==> src/rtl/board_state_scanner_if.sv <==
// Bus between the game-control side and the board state scanner: write port,
// registered read port and scan status/result.
interface board_state_scanner_if #(
  parameter int ADDR_W = 4
);
  logic              clear;
  logic              we;
  logic [ADDR_W-1:0] addr;
  logic [1:0]        data;
  logic [ADDR_W-1:0] rd_addr;
  logic [1:0]        rd_data;
  logic              busy;
  logic              done;
  logic              write_drop;
  logic [1:0]        state_final;

  modport master (
    output clear, we, addr, data, rd_addr,
    input  rd_data, busy, done, write_drop, state_final
  );

  modport slave (
    input  clear, we, addr, data, rd_addr,
    output rd_data, busy, done, write_drop, state_final
  );
endinterface

==> src/rtl/board_state_scanner.sv <==
// N x N macro-board cell memory with a one-line-per-cycle win scanner that
// re-resolves the game result after every accepted write.
module board_state_scanner #(
  parameter int N      = 3,
  parameter int ADDR_W = 4
) (
  input  logic                 clk,
  input  logic                 reset,
  board_state_scanner_if.slave bus
);

  localparam int CELLS  = N * N;
  localparam int LINES  = 2 * N + 2;
  localparam int CIDX_W = (CELLS > 1) ? $clog2(CELLS) : 1;
  localparam int LIDX_W = $clog2(LINES);
  localparam logic [ADDR_W:0]   CELLS_A   = (ADDR_W + 1)'(CELLS);
  localparam logic [LIDX_W-1:0] LAST_LINE = LIDX_W'(LINES - 1);

  typedef enum logic {
    S_IDLE,
    S_SCAN
  } state_t;

  state_t            r_state;
  state_t            w_next;
  logic [1:0]        r_cell [CELLS];
  logic [LIDX_W-1:0] r_line_idx;
  logic              r_p1;
  logic              r_p2;
  logic [1:0]        r_final;
  logic [1:0]        r_rd_data;
  logic              r_done;
  logic              r_drop;

  logic              w_addr_ok;
  logic              w_rd_ok;
  logic              w_accept;
  logic              w_drop;
  logic              w_last;
  logic              w_all1;
  logic              w_all2;
  logic              w_full;
  logic [CIDX_W-1:0] w_ci;
  logic [1:0]        w_rd_val;

  // Line numbering: rows, then columns, then main and anti diagonal.
  function automatic logic [CIDX_W-1:0] cell_of_line(input int l, input int k);
    int c;
    if (l < N)           c = l * N + k;
    else if (l < 2 * N)  c = (l - N) + k * N;
    else if (l == 2 * N) c = k * (N + 1);
    else                 c = (k + 1) * (N - 1);
    return CIDX_W'(c);
  endfunction

  function automatic logic [1:0] resolve(input logic p1, input logic p2, input logic full);
    if (p1 && p2) return 2'b11;
    if (p1)       return 2'b01;
    if (p2)       return 2'b10;
    if (full)     return 2'b11;
    return 2'b00;
  endfunction

  assign w_addr_ok = ({1'b0, bus.addr} < CELLS_A);
  assign w_rd_ok   = ({1'b0, bus.rd_addr} < CELLS_A);
  assign w_rd_val  = w_rd_ok ? r_cell[bus.rd_addr[CIDX_W-1:0]] : 2'b00;
  assign w_last    = (r_state == S_SCAN) && (r_line_idx == LAST_LINE);

  always_comb begin
    w_all1 = 1'b1;
    w_all2 = 1'b1;
    w_full = 1'b1;
    w_ci   = '0;
    for (int k = 0; k < N; k++) begin
      w_ci = cell_of_line(int'(r_line_idx), k);
      if (r_cell[w_ci] != 2'b01) w_all1 = 1'b0;
      if (r_cell[w_ci] != 2'b10) w_all2 = 1'b0;
    end
    for (int i = 0; i < CELLS; i++) begin
      if (r_cell[CIDX_W'(i)] == 2'b00) w_full = 1'b0;
    end
  end

  always_ff @(posedge clk or posedge reset) begin
    if (reset) r_state <= S_IDLE;
    else       r_state <= w_next;
  end

  always_comb begin
    w_next   = r_state;
    w_accept = 1'b0;
    w_drop   = 1'b0;
    if (bus.we && !bus.clear) begin
      if (r_state == S_SCAN || !w_addr_ok) w_drop   = 1'b1;
      else                                 w_accept = 1'b1;
    end
    unique case (r_state)
      S_IDLE:  if (w_accept) w_next = S_SCAN;
      S_SCAN:  if (w_last)   w_next = S_IDLE;
      default: w_next = S_IDLE;
    endcase
    if (bus.clear) w_next = S_IDLE;
  end

  // Board, scan accumulators and result; clear behaves like reset on the edge.
  always_ff @(posedge clk or posedge reset) begin
    if (reset) begin
      r_cell     <= '{default: 2'b00};
      r_line_idx <= '0;
      r_p1       <= 1'b0;
      r_p2       <= 1'b0;
      r_final    <= 2'b00;
      r_rd_data  <= 2'b00;
      r_done     <= 1'b0;
      r_drop     <= 1'b0;
    end else if (bus.clear) begin
      r_cell     <= '{default: 2'b00};
      r_line_idx <= '0;
      r_p1       <= 1'b0;
      r_p2       <= 1'b0;
      r_final    <= 2'b00;
      r_rd_data  <= 2'b00;
      r_done     <= 1'b0;
      r_drop     <= 1'b0;
    end else begin
      r_done    <= 1'b0;
      r_drop    <= w_drop;
      r_rd_data <= w_rd_val;
      if (w_accept) begin
        r_cell[bus.addr[CIDX_W-1:0]] <= bus.data;
        r_line_idx <= '0;
        r_p1       <= 1'b0;
        r_p2       <= 1'b0;
      end else if (r_state == S_SCAN) begin
        r_p1       <= r_p1 | w_all1;
        r_p2       <= r_p2 | w_all2;
        r_line_idx <= r_line_idx + 1'b1;
        // The last line's hits are folded in directly, not via r_p1/r_p2.
        if (w_last) begin
          r_final <= resolve(r_p1 | w_all1, r_p2 | w_all2, w_full);
          r_done  <= 1'b1;
        end
      end
    end
  end

  assign bus.busy        = (r_state == S_SCAN);
  assign bus.done        = r_done;
  assign bus.write_drop  = r_drop;
  assign bus.state_final = r_final;
  assign bus.rd_data     = r_rd_data;

endmodule
==> src/flat_wrapper.sv <==
// flat-port wrapper written by rule: the top's interface ports become plain ports
module board_state_scanner_flat 
#(
  parameter int N      = 3,
  parameter int ADDR_W = 4
)
  (clk, reset, bus_clear, bus_we, bus_addr, bus_data, bus_rd_addr, bus_rd_data, bus_busy, bus_done, bus_write_drop, bus_state_final);
  board_state_scanner_if #(.ADDR_W(ADDR_W)) bus_i ();
  input  logic clk;
  input  logic reset;
  input wire logic [$bits(bus_i.clear)-1:0] bus_clear;
  input wire logic [$bits(bus_i.we)-1:0] bus_we;
  input wire logic [$bits(bus_i.addr)-1:0] bus_addr;
  input wire logic [$bits(bus_i.data)-1:0] bus_data;
  input wire logic [$bits(bus_i.rd_addr)-1:0] bus_rd_addr;
  output wire logic [$bits(bus_i.rd_data)-1:0] bus_rd_data;
  output wire logic [$bits(bus_i.busy)-1:0] bus_busy;
  output wire logic [$bits(bus_i.done)-1:0] bus_done;
  output wire logic [$bits(bus_i.write_drop)-1:0] bus_write_drop;
  output wire logic [$bits(bus_i.state_final)-1:0] bus_state_final;
  assign bus_i.clear = bus_clear;
  assign bus_i.we = bus_we;
  assign bus_i.addr = bus_addr;
  assign bus_i.data = bus_data;
  assign bus_i.rd_addr = bus_rd_addr;
  assign bus_rd_data = bus_i.rd_data;
  assign bus_busy = bus_i.busy;
  assign bus_done = bus_i.done;
  assign bus_write_drop = bus_i.write_drop;
  assign bus_state_final = bus_i.state_final;
  board_state_scanner #(.N(N), .ADDR_W(ADDR_W)) u_core (.clk(clk), .reset(reset), .bus(bus_i));
endmodule
==> config.mk <==
export PLATFORM = sky130hd
export DESIGN_NAME = board_state_scanner_flat
export DESIGN_NICKNAME = d
export VERILOG_FILES = /design/src/rtl/board_state_scanner_if.sv /design/src/rtl/board_state_scanner.sv /design/src/flat_wrapper.sv
export SDC_FILE = /design/constraint.sdc
export NUM_CORES = 1
export LEC_CHECK = 0
export ABC_AREA = 1
export BUFFER_PORTS_ARGS = -buffer_cell sky130_fd_sc_hd__buf_2
export CORE_ASPECT_RATIO = 0.5
export CORE_MARGIN = 4
export CORE_UTILIZATION = 40
export DETAILED_ROUTE_END_ITERATION = 10
export SLEW_MARGIN = 20
export SYNTH_ARGS = -nofsm -noshare
export SYNTH_HDL_FRONTEND = slang
export SYNTH_SLANG_ARGS = --single-unit
==> constraint.sdc <==
create_clock -name clk -period 2.5 [get_ports clk]
set_input_delay 0.125 -clock clk [delete_from_list [all_inputs] [get_ports clk]]
set_output_delay 0.125 -clock clk [all_outputs]
set_load 0.02 [all_outputs]
Yosys cells after proc, flatten, opt, wreduce, memory -nomap -nowiden
Index checks and enable logic that the tools add are counted.
W data, S select, Z words.

storage, ports and cells
  bits in registers = 30
  bits of input ports = 14
  word-level logic and storage cells = 172

operators by class
  add/subtract/negate cells = 6
  multipliers = 1
  magnitude comparators = 10
  eq/ne operators = 9
  muxes and demuxes = 101
  bitwise logic cells = 8
  reductions and logical operators = 20

operator list
  cell                   count
  $mux W1                58
  $mux W2                24
  $mux W18               2
  $bmux W2 S4            4
  $mux W4                7
  $ge A5 B5 Y1 const B   5
  $not A4 Y5             5
  $bwmux W18             1
  $logic_not A2 Y1       8
  $mux W3                3
  $add A4 B3 Y4 const B  2
  $demux W2 S4           1
  $lt A4 B4 Y1 const B   2
  $ne A2 B2 Y1 const B   4
  $ne A2 B1 Y1 const B   3
  $reduce_bool A2 Y1     3
  $lt A5 B1 Y1 const B   1
  $add A4 B2 Y4 const B  1
  $add A4 B4 Y4 const B  1
  $logic_and A1 B1 Y1    4
  $mul A3 B2 Y4 const B  1
  $sub A3 B2 Y4 const B  1
  $add A3 B1 Y3 const B  1
  $eq A3 B2 Y1 const B   1
  10 further kinds       12

Depth between registers and ports, before layout
  depth in word-level cells = 45
  gate-level depth with buffers = 21
  depth with buffers taken out = 21

Least setup slack after synthesis
No wires, ideal clock.

  path kind = reg2reg
  start point = register u_core.r_line_idx[1]
  end point = register u_core.r_final[1] (netlist: u_core.bus.state_final[1])
  data arrival time = 2,442 ps
  setup slack = -58 ps
  stages on the path, launching flop included = 15
  cell sequence = dfrtp_1 > ha_1 > fa_1 > ha_1 > or2_0 > o211ai_2 > nand2_1 > o21ai_0 > nand2_1 > nand2_1 > nor2_1 > a21oi_1 > nand2_1 > nand2_1 > nand2_1

between the ends
  cells in the longest elaborated chain, start to end = 27
  elaborated cells on any way between the ends = 77

RTL lines
  what                                                    line                        source
  start: declaration                                      board_state_scanner.sv:27   logic [LIDX_W-1:0] r_line_idx;
  start signal: assignment                                board_state_scanner.sv:137  r_line_idx <= r_line_idx + 1'b1;
  branches (longest 27 deep; another with $mul A3 B2 Y4)  n/a
  end signal: assignment                                  board_state_scanner.sv:140  r_final <= resolve(r_p1 | w_all1, r_p2 | w_all2, w_full);
  end: declaration                                        board_state_scanner.sv:30   logic [1:0] r_final;

Parallel ways; which one is timed is not known. The select of a mux whose other input is x is not followed.
A chain may end at the register's enable or synchronous reset.

Worst setup path after layout
  start point = register u_core.r_line_idx[0]
  end point = register u_core.r_final[0] (netlist: u_core.bus.state_final[0])

Same word-level chain as after synthesis.

==> run summary <==
Min cycle time layout -> 2690 ps
Post-Syn Instances -> 412
Core area -> 6210 µm²
Tcrit/Tclk final -> 1.07
Worst flop-to-flop path startpoint -> u_core.r_line_idx[0]
Vias in the first global route -> 2791
Worst Hold End -> u_core.bus.write_drop
I/O Buffers -> 20
Routability cong. -> 0.943
Final Non-Filler Cells -> 546
CTS tree -> built
Vias -> 2995
Synthesis Warnings -> 0
Skew-Pair Late Insertion Delay -> 280 ps
Nets@finish -> 485
#FFs+latches synth -> 30
Worst-path clk slew -> 50 ps
Leakage -> 1.61 nW
DRT Pass-1 Iters -> 5
Max Freq -> 372 MHz
Ports -> 21
Violated checks -> negative setup slack
Die span in x -> 123 µm
Filler cell count -> 615
Total wire length -> 8390 µm
Worst VDD drop -> 0.318 mV
Headroom to the max-slew limit -> 0.324
Status -> complete, but fails checks
Via/cell ratio -> 5.49
Final HPWL DP -> 6420 µm
Global Route Usage Sum -> 0.218
H-tree levels -> 2
GRT overflow -> 0
Initial drt markers -> 272
Clk sinks -> 30
Distinct cells, synth -> 33
Critical path class -> flop to flop
Clk root buf -> clkbuf_16
PwrDens -> 499 nW/µm²
Most frequent cells in the layout -> nand2_1 (105), nand3_1 (67), inv_1 (58)
Max cap viols -> 0
Required @ worst endpoint -> 2720 ps
# rows -> 20
Initial Util -> 0.423
Syn Std Cell Area -> 2630 µm²
Num CTS Buffers -> 5
Height of the die -> 65.3 µm
Worst setup EP type -> flop
Reg-to-reg setup timing slack -> -190 ps
Placed Cells -> 538
RSZ-0062 raised after global routing -> yes
Worst setup SP type -> flop
Crit path max fanout -> 4
Antenna-violating nets left -> 0
DRC violations left -> 0
Antenna violations before repair -> 0
Design Power -> 1.64 mW
Worst Setup Slack, final -> -185 ps
Largest net degree at the start of global routing -> 31
Die area -> 8000 µm²
Reg-to-Reg End -> u_core.bus.state_final[0]
CTS Buffer Depth -> 2
Hold WC Path Type -> input port to flop
# setup viols final -> 4
Slew Limit Fails -> 0
First-pass GRT wire length -> 13600 µm
Final hold vios -> 0
Share of layout cells above drive strength 1 -> 0.223
R2R cell count -> 17
Worst hold start -> bus_we
Setup Skew -> 3.51 ps
Commonest non-fill, non-tap cell in the layout -> nand2_1
Sequential share of the synthesized area -> 0.286
WP data arrival -> 2900 ps
Syn_area_per_cell -> 6.37 µm²
Post-synth net total -> 439
Worst Max-Slew Pin Slew -> 988 ps
Area Growth Syn to Fin -> 25.3%
WL per Instance -> 15.4 µm
Antenna cell count -> 0
Worst hold path depth -> 3
==> worst max-delay path by stage <==
| stage | from | cells past startpoint | to |
|---|---|---|---|
| detailed placement | u_core.r_line_idx[0] | 17 | u_core.bus.state_final[0] |
| floorplan | u_core.r_line_idx[1] | 14 | u_core.bus.state_final[1] |
| finish | u_core.r_line_idx[0] | 17 | u_core.bus.state_final[0] |
| CTS | u_core.r_line_idx[0] | 17 | u_core.bus.state_final[0] |
| global placement | u_core.r_line_idx[0] | 14 | u_core.bus.state_final[1] |
| global route | u_core.r_line_idx[0] | 17 | u_core.bus.state_final[0] |
==> Yosys cell counts <==
| cell | count | share of area |
|---|---|---|
| a2111oi_0 | 1 | 0.0033 |
| a21oi_1 | 13 | 0.025 |
| a21oi_2 | 1 | 0.0033 |
| a31oi_1 | 1 | 0.0024 |
| buf_4 | 1 | 0.0029 |
| buf_6 | 1 | 0.0043 |
| clkbuf_1 | 3 | 0.0043 |
| clkinv_1 | 2 | 0.0029 |
| dfrtp_1 | 30 | 0.29 |
| fa_1 | 1 | 0.0076 |
| ha_1 | 12 | 0.057 |
| inv_1 | 63 | 0.090 |
| inv_2 | 2 | 0.0029 |
| nand2_1 | 113 | 0.16 |
| nand2_2 | 5 | 0.012 |
| nand2_4 | 4 | 0.017 |
| nand3_1 | 75 | 0.14 |
| nand3b_1 | 1 | 0.0029 |
| nand4_1 | 4 | 0.0095 |
| nor2_1 | 23 | 0.033 |
| nor2_2 | 3 | 0.0071 |
| nor2_4 | 1 | 0.0043 |
| nor3_1 | 4 | 0.0076 |
| nor4_1 | 1 | 0.0024 |
| o211ai_2 | 1 | 0.0048 |
| o21ai_0 | 18 | 0.034 |
| o21ai_1 | 1 | 0.0019 |
| o21ai_2 | 1 | 0.0033 |
| o221ai_1 | 1 | 0.0033 |
| o22ai_1 | 22 | 0.052 |
| o41ai_1 | 1 | 0.0033 |
| or2_0 | 1 | 0.0024 |
| or2_2 | 1 | 0.0024 |
==> worst max-delay path, stage by stage (launching register included) <==
cell and delay [ps]:
dfrtp_1 410, ha_4 180, fa_2 600, ha_4 200, or2_4 230, o211ai_4 110
nand2_2 120, nor2_2 110, nand2_1 70, nand2_2 80, nand2_1 70, inv_1 80
nand3_2 90, nand2_2 80, inv_2 40, nand2_2 40, nand2_1 50, nand2_1 70
==> flip-flops by register name, indices dropped and copies added (netlist names) <==
signal                  cells
u_core.r_cell              18
u_core.r_line_idx           3
u_core.bus.rd_data          2
u_core.bus.state_final      2
u_core.bus.busy             1
u_core.bus.done             1
u_core.bus.write_drop       1
u_core.r_p1                 1
u_core.r_p2                 1
==> power by group <==
part           total, mW  internal, mW  switching (mW)  leakage, nW
Sequential         0.501         0.494         0.00695        0.416
Clock              0.702         0.491           0.211       0.0829
Combinational      0.440         0.149           0.291         1.11
==> cell families after synthesis <==
group,after synthesis,share of synthesized area
compound gates,61,0.137
fa+ha+maj,13,0.0648
buf+inv,72,0.107
flops,30,0.286
simple gates,236,0.405
==> layout make-up <==
type | count | area, µm² | area share
repair buffers | 44 | 283 | 0.0859
flip-flops and latches | 30 | 751 | 0.228
multi-input cells | 310 | 1730 | 0.525
inverters | 67 | 251 | 0.0764
clock buffers | 6 | 139 | 0.0422
clock inverters | 1 | 30.0 | 0.00913
well taps | 88 | 110 | 0.0335
==> per-stage QoR <==
step           area [µm²]  hold WS (ps)  utilization  setup TNS, ps  worst slack (ps)
2_1_floorplan        2630           213            -          -42.7             -29.3
3_3_place_gp         2980           214        0.480          -43.0             -36.5
3_5_place_dp         2980           228        0.480           -267             -99.9
4_1_cts              3170          85.6        0.511           -242             -96.2
5_1_grt              3290           119        0.530          -1000              -301
6_report             3290          88.6        0.530           -563              -185
==> repair_timing <==
action | in CTS | in global routing
setup buffers | 0 | 0
pin swaps | 2 | 17
hold buffers | 1 | 0
cloned | 0 | 0
resized for setup | 3 | 35
setup endpoints to repair | 4 | 4
endpoints found under the hold margin | 30 | 0
==> per-layer routing <==
metal / global-route usage / wire, µm
met4: 0.0628 / 142
met2: 0.337 / 3620
met1: 0.308 / 3960
met5: 0 / 0
met3: 0.0430 / 663
Note: power is estimated with default switching activity, not from simulation.
